<file path="config.mk">
export PLATFORM = sky130hd
export DESIGN_NAME = l2_req_arbiter_flat
export DESIGN_NICKNAME = d
export VERILOG_FILES = /design/src/rtl/l2_req_arbiter_pkg.sv /design/src/rtl/l2_req_arbiter_if.sv /design/src/rtl/l2_req_arbiter_rr_arbiter.sv /design/src/rtl/l2_req_arbiter.sv /design/src/flat_wrapper.sv
export SDC_FILE = /design/constraint.sdc
export NUM_CORES = 1
export LEC_CHECK = 0
export ABC_AREA = 1
export CAP_MARGIN = 20
export CORE_AREA = 4 4 420 422
export CTS_CLUSTER_SIZE = 20
export DETAILED_ROUTE_END_ITERATION = 7
export DIE_AREA = 0 0 424 426
export RECOVER_POWER = 50
export SETUP_SLACK_MARGIN = 0.4
export SLEW_MARGIN = 20
export SYNTH_ARGS = -nofsm -noshare
export SYNTH_HDL_FRONTEND = slang
export SYNTH_HIERARCHICAL = 1
export SYNTH_SLANG_ARGS = --single-unit
</file>
<file path="constraint.sdc">
create_clock -name clk -period 6.6 [get_ports clk]
set_input_delay 0.66 -clock clk [delete_from_list [all_inputs] [get_ports clk]]
set_output_delay 0.66 -clock clk [all_outputs]
set_load 0.01 [all_outputs]
</file>
<file path="src/rtl/l2_req_arbiter_pkg.sv">
// ---------------------------------------------------------------------------
// l2_arb_pkg
// Shared types and defaults for the L2 request arbiter.
//   state_t  : arbiter FSM states (IDLE / BUSY / DRAIN)
//   l2_cmd_t : command latched from the winning requester
//   rr_next  : round-robin successor of an index modulo n
// ---------------------------------------------------------------------------
package l2_arb_pkg;

  localparam int L2_ADDR_W      = 32;
  localparam int L2_DATA_W      = 128;
  localparam int L2_ARB_NUM_REQ = 4;

  typedef enum logic [1:0] {
    IDLE  = 2'd0,
    BUSY  = 2'd1,
    DRAIN = 2'd2
  } state_t;

  // The command is stored at the package widths; instances must not use
  // wider ADDR_W / DATA_W than these.
  typedef struct packed {
    logic                 we;
    logic [L2_ADDR_W-1:0] addr;
    logic [L2_DATA_W-1:0] wdata;
  } l2_cmd_t;

  function automatic int unsigned rr_next(input int unsigned idx, input int unsigned n);
    return (idx + 1 >= n) ? 0 : idx + 1;
  endfunction

endpackage

</file>
<file path="src/rtl/l2_req_arbiter_if.sv">
// ---------------------------------------------------------------------------
// l2_req_arbiter_if
// Bundles the requester side and the L2 side of the arbiter.
//   master : arbiter view (samples requests / L2 responses, drives grants,
//            completions and the L2 command lines)
//   slave  : environment view (requesters plus the L2 cache)
// ---------------------------------------------------------------------------
interface l2_req_arbiter_if
  import l2_arb_pkg::*;
#(
  parameter int NUM_REQ = L2_ARB_NUM_REQ,
  parameter int ADDR_W  = L2_ADDR_W,
  parameter int DATA_W  = L2_DATA_W
) ();

  // requester side
  logic [NUM_REQ-1:0]        req;
  logic [NUM_REQ-1:0]        req_we;
  logic [NUM_REQ*ADDR_W-1:0] req_addr;
  logic [NUM_REQ*DATA_W-1:0] req_wdata;
  logic [NUM_REQ-1:0]        gnt;
  logic [NUM_REQ-1:0]        done;
  logic [NUM_REQ-1:0]        err;
  logic [DATA_W-1:0]         rsp_rdata;
  logic                      busy;

  // L2 side
  logic                      l2_read_req;
  logic                      l2_write_req;
  logic                      l2_write_signal;
  logic [ADDR_W-1:0]         l2_addr;
  logic [DATA_W-1:0]         l2_write_data;
  logic                      l2_written;
  logic                      l2_ready;
  logic [DATA_W-1:0]         l2_read_data;

  modport master (
    input  req, req_we, req_addr, req_wdata, l2_ready, l2_read_data,
    output gnt, done, err, rsp_rdata, busy,
           l2_read_req, l2_write_req, l2_write_signal, l2_addr,
           l2_write_data, l2_written
  );

  modport slave (
    output req, req_we, req_addr, req_wdata, l2_ready, l2_read_data,
    input  gnt, done, err, rsp_rdata, busy,
           l2_read_req, l2_write_req, l2_write_signal, l2_addr,
           l2_write_data, l2_written
  );

endinterface

</file>
<file path="src/rtl/l2_req_arbiter_rr_arbiter.sv">
// ---------------------------------------------------------------------------
// rr_arbiter
// Combinational round-robin pick: first set bit of req_i scanning
// ptr_i, ptr_i+1, ... modulo NUM_REQ.
//   req_i   : request vector
//   ptr_i   : highest-priority index
//   gnt_o   : one-hot winner
//   idx_o   : winner index
//   valid_o : any request present
// ---------------------------------------------------------------------------
module rr_arbiter #(
  parameter int NUM_REQ = 4,
  parameter int IDX_W   = $clog2(NUM_REQ)
) (
  input  logic [NUM_REQ-1:0] req_i,
  input  logic [IDX_W-1:0]   ptr_i,
  output logic [NUM_REQ-1:0] gnt_o,
  output logic [IDX_W-1:0]   idx_o,
  output logic               valid_o
);

  int               c;
  logic [IDX_W-1:0] cand;

  // Scan from the farthest offset down to ptr itself so the nearest set bit
  // is the last one written and therefore wins.
  always_comb begin
    gnt_o   = '0;
    idx_o   = '0;
    valid_o = 1'b0;
    c       = 0;
    cand    = '0;
    for (int k = NUM_REQ - 1; k >= 0; k--) begin
      c = int'(ptr_i) + k;
      if (c >= NUM_REQ) c = c - NUM_REQ;
      cand = IDX_W'(c);
      if (req_i[cand]) begin
        gnt_o       = '0;
        gnt_o[cand] = 1'b1;
        idx_o       = cand;
        valid_o     = 1'b1;
      end
    end
  end

endmodule

</file>
<file path="src/rtl/l2_req_arbiter.sv">
// ---------------------------------------------------------------------------
// l2_req_arbiter
// Shares a single-ported L2 between NUM_REQ requesters, round-robin.
//   clk, rst : clock and synchronous active-high reset
//   bus_io   : l2_req_arbiter_if.master (requester and L2 handshakes)
// Flow: IDLE picks a winner and latches its command; BUSY holds the L2
// request lines until l2_ready (or watchdog expiry), then pulses done/err
// and l2_written; DRAIN waits for the L2 to drop l2_ready.
// All outputs come straight from registers.
// ---------------------------------------------------------------------------
module l2_req_arbiter
  import l2_arb_pkg::*;
#(
  parameter int NUM_REQ     = L2_ARB_NUM_REQ,
  parameter int ADDR_W      = L2_ADDR_W,
  parameter int DATA_W      = L2_DATA_W,
  parameter int TIMEOUT_CYC = 4096
) (
  input  logic               clk,
  input  logic               rst,
  l2_req_arbiter_if.master   bus_io
);

  localparam int IDX_W = $clog2(NUM_REQ);
  localparam int WD_W  = (TIMEOUT_CYC > 2) ? $clog2(TIMEOUT_CYC) : 1;
  localparam logic [WD_W-1:0] WD_MAX = WD_W'(TIMEOUT_CYC - 1);

  state_t               state_q;
  logic [IDX_W-1:0]     ptr_q, ptr_d;
  logic [IDX_W-1:0]     win_q;
  logic [WD_W-1:0]      wd_q;
  l2_cmd_t              cmd_q;
  logic [NUM_REQ-1:0]   gnt_q, done_q, err_q;
  logic [DATA_W-1:0]    rsp_q;
  logic                 busy_q, rd_req_q, wr_req_q, wr_sig_q, written_q;

  logic [NUM_REQ-1:0]   pick_gnt;
  logic [IDX_W-1:0]     pick_idx;
  logic                 pick_valid;

  logic [ADDR_W-1:0]    addr_arr  [NUM_REQ];
  logic [DATA_W-1:0]    wdata_arr [NUM_REQ];

  for (genvar gi = 0; gi < NUM_REQ; gi++) begin : g_unpack
    assign addr_arr[gi]  = bus_io.req_addr[gi*ADDR_W +: ADDR_W];
    assign wdata_arr[gi] = bus_io.req_wdata[gi*DATA_W +: DATA_W];
  end

  rr_arbiter #(
    .NUM_REQ (NUM_REQ),
    .IDX_W   (IDX_W)
  ) u_rr (
    .req_i   (bus_io.req),
    .ptr_i   (ptr_q),
    .gnt_o   (pick_gnt),
    .idx_o   (pick_idx),
    .valid_o (pick_valid)
  );

  // Priority moves to the requester just after the one being served.
  always_comb begin
    ptr_d = IDX_W'(rr_next(32'(win_q), NUM_REQ));
  end

  always_ff @(posedge clk) begin
    if (rst) begin
      state_q   <= IDLE;
      ptr_q     <= '0;
      win_q     <= '0;
      wd_q      <= '0;
      cmd_q     <= '0;
      gnt_q     <= '0;
      done_q    <= '0;
      err_q     <= '0;
      rsp_q     <= '0;
      busy_q    <= 1'b0;
      rd_req_q  <= 1'b0;
      wr_req_q  <= 1'b0;
      wr_sig_q  <= 1'b0;
      written_q <= 1'b0;
    end else begin
      // done, err and l2_written are single-cycle pulses
      done_q    <= '0;
      err_q     <= '0;
      written_q <= 1'b0;
      unique case (state_q)
        IDLE: begin
          if (pick_valid) begin
            cmd_q.we    <= bus_io.req_we[pick_idx];
            cmd_q.addr  <= L2_ADDR_W'(addr_arr[pick_idx]);
            cmd_q.wdata <= L2_DATA_W'(wdata_arr[pick_idx]);
            win_q       <= pick_idx;
            gnt_q       <= pick_gnt;
            rd_req_q    <= ~bus_io.req_we[pick_idx];
            wr_req_q    <= bus_io.req_we[pick_idx];
            wr_sig_q    <= bus_io.req_we[pick_idx];
            busy_q      <= 1'b1;
            wd_q        <= '0;
            state_q     <= BUSY;
          end
        end
        BUSY: begin
          // l2_ready takes precedence over a watchdog expiry in the same cycle
          if (bus_io.l2_ready || (wd_q == WD_MAX)) begin
            done_q <= gnt_q;
            err_q  <= bus_io.l2_ready ? '0 : gnt_q;
            if (!bus_io.l2_ready) begin
              rsp_q <= '0;
            end else if (!cmd_q.we) begin
              rsp_q <= bus_io.l2_read_data;
            end
            written_q <= 1'b1;
            gnt_q     <= '0;
            rd_req_q  <= 1'b0;
            wr_req_q  <= 1'b0;
            wr_sig_q  <= 1'b0;
            cmd_q     <= '0;
            wd_q      <= '0;
            ptr_q     <= ptr_d;
            state_q   <= DRAIN;
          end else begin
            wd_q <= wd_q + WD_W'(1);
          end
        end
        DRAIN: begin
          if (!bus_io.l2_ready) begin
            busy_q  <= 1'b0;
            state_q <= IDLE;
          end
        end
        default: state_q <= IDLE;
      endcase
    end
  end

  assign bus_io.gnt             = gnt_q;
  assign bus_io.done            = done_q;
  assign bus_io.err             = err_q;
  assign bus_io.rsp_rdata       = rsp_q;
  assign bus_io.busy            = busy_q;
  assign bus_io.l2_read_req     = rd_req_q;
  assign bus_io.l2_write_req    = wr_req_q;
  assign bus_io.l2_write_signal = wr_sig_q;
  assign bus_io.l2_addr         = ADDR_W'(cmd_q.addr);
  assign bus_io.l2_write_data   = DATA_W'(cmd_q.wdata);
  assign bus_io.l2_written      = written_q;

endmodule
</file>
<file path="src/flat_wrapper.sv">
// flat-port wrapper written by rule: the top's interface ports become plain ports
module l2_req_arbiter_flat import l2_arb_pkg::*;
#(
  parameter int NUM_REQ     = L2_ARB_NUM_REQ,
  parameter int ADDR_W      = L2_ADDR_W,
  parameter int DATA_W      = L2_DATA_W,
  parameter int TIMEOUT_CYC = 4096
)
  (clk, rst, bus_io_req, bus_io_req_we, bus_io_req_addr, bus_io_req_wdata, bus_io_l2_ready, bus_io_l2_read_data, bus_io_gnt, bus_io_done, bus_io_err, bus_io_rsp_rdata, bus_io_busy, bus_io_l2_read_req, bus_io_l2_write_req, bus_io_l2_write_signal, bus_io_l2_addr, bus_io_l2_write_data, bus_io_l2_written);
  l2_req_arbiter_if #(.NUM_REQ(NUM_REQ), .ADDR_W(ADDR_W), .DATA_W(DATA_W)) bus_io_i ();
  input  logic clk;
  input  logic rst;
  input wire logic [$bits(bus_io_i.req)-1:0] bus_io_req;
  input wire logic [$bits(bus_io_i.req_we)-1:0] bus_io_req_we;
  input wire logic [$bits(bus_io_i.req_addr)-1:0] bus_io_req_addr;
  input wire logic [$bits(bus_io_i.req_wdata)-1:0] bus_io_req_wdata;
  input wire logic [$bits(bus_io_i.l2_ready)-1:0] bus_io_l2_ready;
  input wire logic [$bits(bus_io_i.l2_read_data)-1:0] bus_io_l2_read_data;
  output wire logic [$bits(bus_io_i.gnt)-1:0] bus_io_gnt;
  output wire logic [$bits(bus_io_i.done)-1:0] bus_io_done;
  output wire logic [$bits(bus_io_i.err)-1:0] bus_io_err;
  output wire logic [$bits(bus_io_i.rsp_rdata)-1:0] bus_io_rsp_rdata;
  output wire logic [$bits(bus_io_i.busy)-1:0] bus_io_busy;
  output wire logic [$bits(bus_io_i.l2_read_req)-1:0] bus_io_l2_read_req;
  output wire logic [$bits(bus_io_i.l2_write_req)-1:0] bus_io_l2_write_req;
  output wire logic [$bits(bus_io_i.l2_write_signal)-1:0] bus_io_l2_write_signal;
  output wire logic [$bits(bus_io_i.l2_addr)-1:0] bus_io_l2_addr;
  output wire logic [$bits(bus_io_i.l2_write_data)-1:0] bus_io_l2_write_data;
  output wire logic [$bits(bus_io_i.l2_written)-1:0] bus_io_l2_written;
  assign bus_io_i.req = bus_io_req;
  assign bus_io_i.req_we = bus_io_req_we;
  assign bus_io_i.req_addr = bus_io_req_addr;
  assign bus_io_i.req_wdata = bus_io_req_wdata;
  assign bus_io_i.l2_ready = bus_io_l2_ready;
  assign bus_io_i.l2_read_data = bus_io_l2_read_data;
  assign bus_io_gnt = bus_io_i.gnt;
  assign bus_io_done = bus_io_i.done;
  assign bus_io_err = bus_io_i.err;
  assign bus_io_rsp_rdata = bus_io_i.rsp_rdata;
  assign bus_io_busy = bus_io_i.busy;
  assign bus_io_l2_read_req = bus_io_i.l2_read_req;
  assign bus_io_l2_write_req = bus_io_i.l2_write_req;
  assign bus_io_l2_write_signal = bus_io_i.l2_write_signal;
  assign bus_io_l2_addr = bus_io_i.l2_addr;
  assign bus_io_l2_write_data = bus_io_i.l2_write_data;
  assign bus_io_l2_written = bus_io_i.l2_written;
  l2_req_arbiter #(.NUM_REQ(NUM_REQ), .ADDR_W(ADDR_W), .DATA_W(DATA_W), .TIMEOUT_CYC(TIMEOUT_CYC)) u_core (.clk(clk), .rst(rst), .bus_io(bus_io_i));
endmodule
</file>
==> run summary, run 1 <==
FLOORPLANNING
-----------------------------------------------------------------------------------------------
Die area                                                                            181000 um^2
Die Span X                                                                               424 um
Std cell rows                                                                               153
Top-Level Pins                                                                             1084
Starting density of the core                                                              10.7%
Area of the core                                                                    173000 um^2
Die boundary height                                                                      426 um

DRT
-----------------------------------------------------------------------------------------------
DR WL/cell                                                                              21.3 um
DR vias/cell                                                                               3.94
Wire length the detailed router placed on met1                                         51900 um
DRC Markers                                                                                   0
Post-detailed-routing wire length                                                     134000 um
Detailed router's first-iteration violation count                                          2214
Routed via count                                                                          24784
Total length of routed met2 wires                                                      66600 um
Length of routed met3 wiring                                                           10300 um
Final antenna-violating net count                                                             0
Top metal layer carrying routed signals                                                    met5
Detailed-router iteration count before antenna repair                                         7

CRITICAL PATH
-----------------------------------------------------------------------------------------------
Type of the worst setup path                                                       flop to flop
Worst reg2reg path endpoint                                                        u_core/bus_io.l2_write_data[40]$_SDFFE_PP0P_
Type of destination of the critical path                                                   flop
Crit Path Max Fanout                                                                         74
Reg2Reg Launch Point                                                               u_core/ptr_q[0]$_SDFFE_PP0N_
Timing startpoint of the critical path                                             u_core/ptr_q[0]$_SDFFE_PP0N_
Arrival @ worst endpoint                                                                5.46 ns
Worst Reg-to-Reg Cells                                                                       12
Worst reg2reg setup slack                                                               1.67 ns
Data required time of the worst path                                                    7.13 ns
Worst setup SP type                                                                        flop

FINAL LAYOUT
-----------------------------------------------------------------------------------------------
Ratio of cells with drive above 1 in the final layout                                     3.30%
Final nets                                                                                 4693
Post-Layout Inst Area                                                                33100 um^2
Core utilization of the finished layout                                                   19.1%
Layout-stage area growth over the synthesis result                                        78.9%

SYNTH
-----------------------------------------------------------------------------------------------
Post-synth cell types                                                                        33
Synth Warn #                                                                                  6
Sequential fraction of the synthesis area                                                 34.8%
Commonest cells in the synthesized netlist                                         sky130_fd_sc_hd__nand2_1, sky130_fd_sc_hd__nor2_1, sky130_fd_sc_hd__o21ai_0, sky130_fd_sc_hd__dfxtp_1, sky130_fd_sc_hd__inv_1
Cell count after synthesis                                                                 3011
Most frequently used cell type in the post-synthesis netlist                       sky130_fd_sc_hd__nand2_1
Mapped cell area                                                                     18500 um^2
EDFF count, synth                                                                             0
Top flip-flop cell by instance count after synthesis                               sky130_fd_sc_hd__dfxtp_1
Largest cells by area after synthesis                                              sky130_fd_sc_hd__dfxtp_1, sky130_fd_sc_hd__nand2_1, sky130_fd_sc_hd__nor2_1
Proportion of register bits with asynchronous set or reset after synthesis                   0%
Biggest area consumer among synthesized cells                                      sky130_fd_sc_hd__dfxtp_1
#FFs+latches synth                                                                          322
Syn avg cell area                                                                     6.15 um^2
Synthesized netlist net count                                                              3800
Area share of the largest cell type after synthesis                                       34.8%

TIMING
-----------------------------------------------------------------------------------------------
Max Clk Rate                                                                          0.203 GHz
Max Transition Viols Final                                                                    0
Time the worst path needs with I/O delays and setup                                     4.93 ns
Setup WS post-layout                                                                    1.67 ns
Period utilization                                                                        74.7%
Worst slew pin tran                                                                     1.46 ns
Setup repair after global routing missed its margin                                       false
Final hold violations                                                                         0
Skew final                                                                            0.0210 ns
Rel. slew slack                                                                           2.46%
Aggregate negative setup slack                                                             0 ns
Total of endpoints with negative setup slack in the final report                              0

FLOW RUN
-----------------------------------------------------------------------------------------------
Max_cap viols                                                                                 0

CLOCKING
-----------------------------------------------------------------------------------------------
Gates resized, CTS repair                                                                     0
Number of clock sinks seen by CTS                                                           322
CTS tree                                                                                    yes
Setup fix buffers added after clock tree synthesis                                            0
CTS Buf Count                                                                                48
Number of buffers between clock root and the deepest sink                                     3
Number of H-tree branching levels                                                             2
Hold-fix buffer count after cts                                                               0
Clock input transition at the sequential cells of the worst setup and hold paths        0.06 ns
Root buffer cell                                                                   sky130_fd_sc_hd__clkbuf_16
Insertion delay to the later sink of the worst-skew pair                                0.63 ns

PWR
-----------------------------------------------------------------------------------------------
Power density relative to cell area                                                 291 nW/um^2
Worst supply voltage drop on vdd                                                     0.000196 V
Fraction of power consumed by combinational cells                                         45.8%
Part of the power in registers                                                            26.6%
Total leakage power                                                                     13.4 nW
Net Sw Frac                                                                               42.1%
Internal power                                                                        0.00559 W
Clock group share of total power                                                          27.5%
Switching power of the nets                                                           0.00406 W

MIN PATH
-----------------------------------------------------------------------------------------------
Launch point of the worst hold path                                                u_core/bus_io.l2_write_data[1]$_SDFFE_PP0P_
WHS Endpoint                                                                       u_core/bus_io.l2_write_data[1]$_SDFFE_PP0P_
Type of the worst min-delay path                                                   flop to flop
Hold-critical path depth                                                                      2

PLACE
-----------------------------------------------------------------------------------------------
Buffers on Ports                                                                           1083
Area after detailed placement                                                        31500 um^2
Routability cong.                                                                         0.956
Placement-stage worst setup slack                                                       2.29 ns
Final HPWL from detailed placement                                                    103000 um

GRT
-----------------------------------------------------------------------------------------------
Overall overflow remaining after global route                                                 0
First-pass GRT wire length                                                            181000 um
Maximum number of pins on one net before global-route repair                                149
All-Layer GR Usage                                                                        13.8%
Number of antenna violations at the first check in global routing                            61
Via count of the first global-routing pass                                                23279

OUTCOME
-----------------------------------------------------------------------------------------------
Result of the run                                                                  finished clean

state kept, by name, summed over array words and instances, names as in the netlist:
signal,count
u_core/win_q,2
u_core/bus_io.l2_write_data,128
u_core/bus_io.rsp_rdata,128
u_core/bus_io.l2_addr,32
u_core/bus_io.busy,1
u_core/bus_io.l2_written,1
u_core/bus_io.gnt,4
u_core/bus_io.err,4
u_core/ptr_q,2
u_core/bus_io.done,4
u_core/state_q,2
u_core/cmd_q,1
u_core/wd_q,12
u_core/bus_io.l2_read_req,1
per-stage QoR:
stage / hold WS, ns / std cells / power [W]
final: 0.475 / 6287 / 0.00964
after global routing: 0.491 / 6283 / 0.0102
after CTS: 0.480 / 6266 / 0.00989
after detailed placement: 0.471 / 6177 / 0.00712
after global placement: 0.465 / 6177 / 0.00712
after floorplan: 0.454 / 3011 / 0.00484
cell families (layout without fill, tap and decap cells):
logic type      after synthesis  count (layout)  synth area share [%]
compound gates              686             686                  19.7
buf+inv                     563            1495                  12.3
xor+xnor                      1               1                0.0473
fa+ha+maj                    10              10                 0.676
simple gates               1429            1429                  32.5
other cells                   0              19                     0
flops                       322             322                  34.8
worst max-delay path by stage:
stage                                                               to  slack [ns]  cells past startpoint
after floorplan           u_core/bus_io.l2_write_data[62]$_SDFFE_PP0P_        3.86                     17
after global placement    u_core/bus_io.l2_write_data[13]$_SDFFE_PP0P_        2.27                     13
after detailed placement  u_core/bus_io.l2_write_data[13]$_SDFFE_PP0P_        2.29                     14
after CTS                 u_core/bus_io.l2_write_data[13]$_SDFFE_PP0P_        2.36                     14
after global routing      u_core/bus_io.l2_write_data[57]$_SDFFE_PP0P_        1.41                     12
final                     u_core/bus_io.l2_write_data[40]$_SDFFE_PP0P_        1.67                     12
worst max-delay path, cell delays in order (launching register included):
cell and delay, ns:
sky130_fd_sc_hd__dfxtp_1 0.60, sky130_fd_sc_hd__inv_1 0.33, sky130_fd_sc_hd__ha_1 0.42, sky130_fd_sc_hd__inv_1 0.13
sky130_fd_sc_hd__nand3_4 0.10, sky130_fd_sc_hd__nand2_4 0.12, sky130_fd_sc_hd__inv_4 0.06, sky130_fd_sc_hd__nand4_1 0.11
sky130_fd_sc_hd__nand3_1 1.02, sky130_fd_sc_hd__inv_6 1.07, sky130_fd_sc_hd__buf_12 0.36, sky130_fd_sc_hd__nand2_1 0.15
sky130_fd_sc_hd__a21oi_1 0.16
final cells by class:
| cell class | instances | area [um^2] |
|---|---|---|
| fillers | 19699 | 140000 |
| repair buffers | 1111 | 11200 |
| multi-input cells | 2126 | 9840 |
| flip-flops and latches | 322 | 6450 |
| well taps | 2325 | 2910 |
| clock buffers | 74 | 1370 |
| inverters | 295 | 1130 |
| clock inverters | 15 | 201 |
| diodes | 19 | 47.5 |
cells in the final DEF (no fill, tap or decap), drive strengths merged, types with 74 or more instances in the layout:
cell type,n
nand2,620
o21ai,332
inv,297
nand4,131
clkdlybuf4s50,776
a21oi,191
nor2,478
dlygate4sd3,305
clkbuf,74
dfxtp,322
o22ai,160
nand3,194
power by group through the flow:
stage,clock network [W],registers (W),logic (W)
floorplan,0,0.00272,0.00212
global placement,0,0.00260,0.00451
detailed placement,0,0.00261,0.00451
CTS,0.00277,0.00258,0.00453
global route,0.00285,0.00261,0.00479
finish,0.00266,0.00257,0.00442
per-layer routing:
metal | track usage, % | up-vias
met5 | 0 | -
met4 | 5.26 | 8
met3 | 3.05 | 238
met2 | 23.9 | 1251
met1 | 16.7 | 11601
li1 | - | 11686
Power figures use the tool's default switching activity.
==> inputs of run 2 (changes only) <==
CORE_AREA = 4 4 421 423   (was 4 4 420 422)
DIE_AREA = 0 0 425 427   (was 0 0 424 426)
clock period = 4.4 ns   (was 6.6 ns; I/O delays follow)
==> run 2 against run 1 <==
Clock skew increased by 0.0050 ns. Count of clock-buffer cells in the layout decreased by 13. Sequential share of layout area decreased by 0.084 points. Die area increased by 0.47%.
==> run summary, run 2 (synthesis results as in run 1) <==
PWR
-----------------------------------------------------------------------------------------------
Fraction of power consumed by combinational cells                                         47.3%
Switching power of the nets                                                           0.00609 W
Total leakage power                                                                     13.4 nW
Net Sw Frac                                                                               42.2%
Overall power consumption                                                              0.0144 W
Internal power                                                                        0.00835 W
Part of the power in registers                                                            26.6%
Power density relative to cell area                                                 434 nW/um^2
Clock group share of total power                                                          26.1%
Worst supply voltage drop on vdd                                                     0.000241 V

FLOORPLANNING
-----------------------------------------------------------------------------------------------
Std cell rows                                                                               153
Starting density of the core                                                              10.7%
Die area                                                                            181000 um^2
Top-Level Pins                                                                             1084
Die Span X                                                                               425 um
Die boundary height                                                                      427 um
Area of the core                                                                    173000 um^2

FINAL LAYOUT
-----------------------------------------------------------------------------------------------
Number of filler instances in the final layout                                            19807
Combined area of the multi-input logic cells                                          9850 um^2
Most used cells in the layout excluding fill and tap cells                         sky130_fd_sc_hd__clkdlybuf4s50_1, sky130_fd_sc_hd__nand2_1, sky130_fd_sc_hd__nor2_1
Commonest non-fill, non-tap cell in the layout                                     sky130_fd_sc_hd__clkdlybuf4s50_1
Register area                                                                         6450 um^2
Layout-stage area growth over the synthesis result                                        79.7%
Post-Layout Inst Area                                                                33300 um^2
Post-route non-filler standard cell count                                                  6305
Ratio of cells with drive above 1 in the final layout                                     3.72%
Final nets                                                                                 4707
Core utilization of the finished layout                                                   19.2%

CLOCKING
-----------------------------------------------------------------------------------------------
Root buffer cell                                                                   sky130_fd_sc_hd__clkbuf_16
Setup fix buffers added after clock tree synthesis                                            0
Hold-fix buffer count after cts                                                               0
Number of buffers between clock root and the deepest sink                                     3
CTS Buf Count                                                                                44
Insertion delay to the later sink of the worst-skew pair                                0.62 ns
Number of H-tree branching levels                                                             2
Number of clock sinks seen by CTS                                                           322
Clock input transition at the sequential cells of the worst setup and hold paths        0.06 ns
CTS tree                                                                                    yes
Gates resized, CTS repair                                                                     0

TIMING
-----------------------------------------------------------------------------------------------
Rel. slew slack                                                                           38.8%
Max Transition Viols Final                                                                    0
Final hold violations                                                                         0
Total of endpoints with negative setup slack in the final report                              0
Period utilization                                                                        82.6%
Max Clk Rate                                                                          0.275 GHz
Aggregate negative setup slack                                                             0 ns
Setup repair after global routing missed its margin                                       false
Time the worst path needs with I/O delays and setup                                     3.64 ns
Skew final                                                                            0.0260 ns
Worst slew pin tran                                                                    0.918 ns

PLACE
-----------------------------------------------------------------------------------------------
Area after detailed placement                                                        31700 um^2
Final HPWL from detailed placement                                                    106000 um
Placed Instances                                                                           6197
Buffers on Ports                                                                           1083
Routability cong.                                                                         0.989

CRITICAL PATH
-----------------------------------------------------------------------------------------------
Cell with the largest stage delay on the worst path                                sky130_fd_sc_hd__dfxtp_1
Crit Path Max Fanout                                                                         54
Buf/Inv on CP                                                                                 5
Crit-path most repeated cell                                                       sky130_fd_sc_hd__a21oi_1
Type of destination of the critical path                                                   flop
Arrival @ worst endpoint                                                                4.16 ns
Type of the worst setup path                                                       flop to flop
Ordered list of cells on the worst path                                            inv_2 -> ha_1 -> inv_1 -> nand3_4 -> nand2_4 -> inv_4 -> a21oi_1 -> o21ai_4 -> inv_8 -> buf_4 -> nor2_1 -> o22ai_1 -> nand2_1 -> a21oi_1
Family with the most delay on the worst path                                       buffers and inverters
Worst path max stage delay                                                              0.61 ns
Worst setup SP type                                                                        flop
Data required time of the worst path                                                    4.93 ns

GRT
-----------------------------------------------------------------------------------------------
Via count of the first global-routing pass                                                23726
All-Layer GR Usage                                                                        13.8%
Overall overflow remaining after global route                                                 0
Number of antenna violations at the first check in global routing                            72
First-pass GRT wire length                                                            182000 um
Maximum number of pins on one net before global-route repair                                135

MIN PATH
-----------------------------------------------------------------------------------------------
Type of the worst min-delay path                                                   primary input to flop

DRT
-----------------------------------------------------------------------------------------------
DR WL/cell                                                                              21.4 um
Detailed router's first-iteration violation count                                          2206
Final antenna-violating net count                                                             0
DRC Markers                                                                                   0
DR vias/cell                                                                               3.96
Post-detailed-routing wire length                                                     135000 um
Detailed-router iteration count before antenna repair                                         6
Routed via count                                                                          24961

FLOW RUN
-----------------------------------------------------------------------------------------------
Max_cap viols                                                                                 0

OUTCOME
-----------------------------------------------------------------------------------------------
Result of the run                                                                  finished clean

==> run 2: changes by cell type in the layout (fill, tap and decap cells not counted), moves of 2 or more <==
| cell | delta |
|---|---|
| sky130_fd_sc_hd__buf_12 | +10 |
| sky130_fd_sc_hd__buf_16 | -2 |
| sky130_fd_sc_hd__buf_4 | +10 |
| sky130_fd_sc_hd__clkbuf_1 | -10 |
| sky130_fd_sc_hd__clkbuf_16 | -5 |
| sky130_fd_sc_hd__clkbuf_8 | +2 |
| sky130_fd_sc_hd__clkinv_4 | -3 |
| sky130_fd_sc_hd__diode_2 | +12 |
==> run 2: power groups by stage <==
stage / sequential (W) / clock (W) / combinational [W]
after floorplan: 0.00408 / 0 / 0.00319
after global placement: 0.00390 / 0 / 0.00695
after detailed placement: 0.00392 / 0 / 0.00696
after CTS: 0.00386 / 0.00394 / 0.00700
after global routing: 0.00390 / 0.00402 / 0.00737
final: 0.00384 / 0.00378 / 0.00682
==> run 2: per-layer routing <==
metal	GRT usage [%]	share of wire (%)
met2	23.2	49
met5	0	0.026
met3	3.28	7.9
met4	7.55	5.6
met1	16.3	38
==> run 2: worst paths after layout <==
check,startpoint,to,slack (ns),cells after the start
worst min register to register,u_core/bus_io.l2_write_data[115]$_SDFFE_PP0P_,u_core/bus_io.l2_write_data[115]$_SDFFE_PP0P_,0.47,2
worst max-delay path,u_core/ptr_q[0]$_SDFFE_PP0N_,u_core/bus_io.l2_write_data[17]$_SDFFE_PP0P_,0.76,14
worst min-delay path,rst,u_core/wd_q[7]$_SDFFE_PP0P_,0.32,2
worst max register to register,u_core/ptr_q[0]$_SDFFE_PP0N_,u_core/bus_io.l2_write_data[17]$_SDFFE_PP0P_,0.76,14
==> run 2: area by class of cell <==
cell class / count / area share (%)
sequential: 322 / 19.4
tap: 2325 / 8.74
multi-input combinational: 2126 / 29.6
clock buffer: 61 / 3.71
inverter: 295 / 3.40
antenna: 31 / 0.233
clock inverter: 16 / 0.669
timing repair buffer: 1129 / 34.3
==> run 2: per-stage QoR <==
stage	setup WS [ns]	hold WS, ns
2_1_floorplan	1.66	0.454
3_3_place_gp	0.842	0.462
3_5_place_dp	0.829	0.469
4_1_cts	0.768	0.279
5_1_grt	0.548	0.324
6_report	0.765	0.320
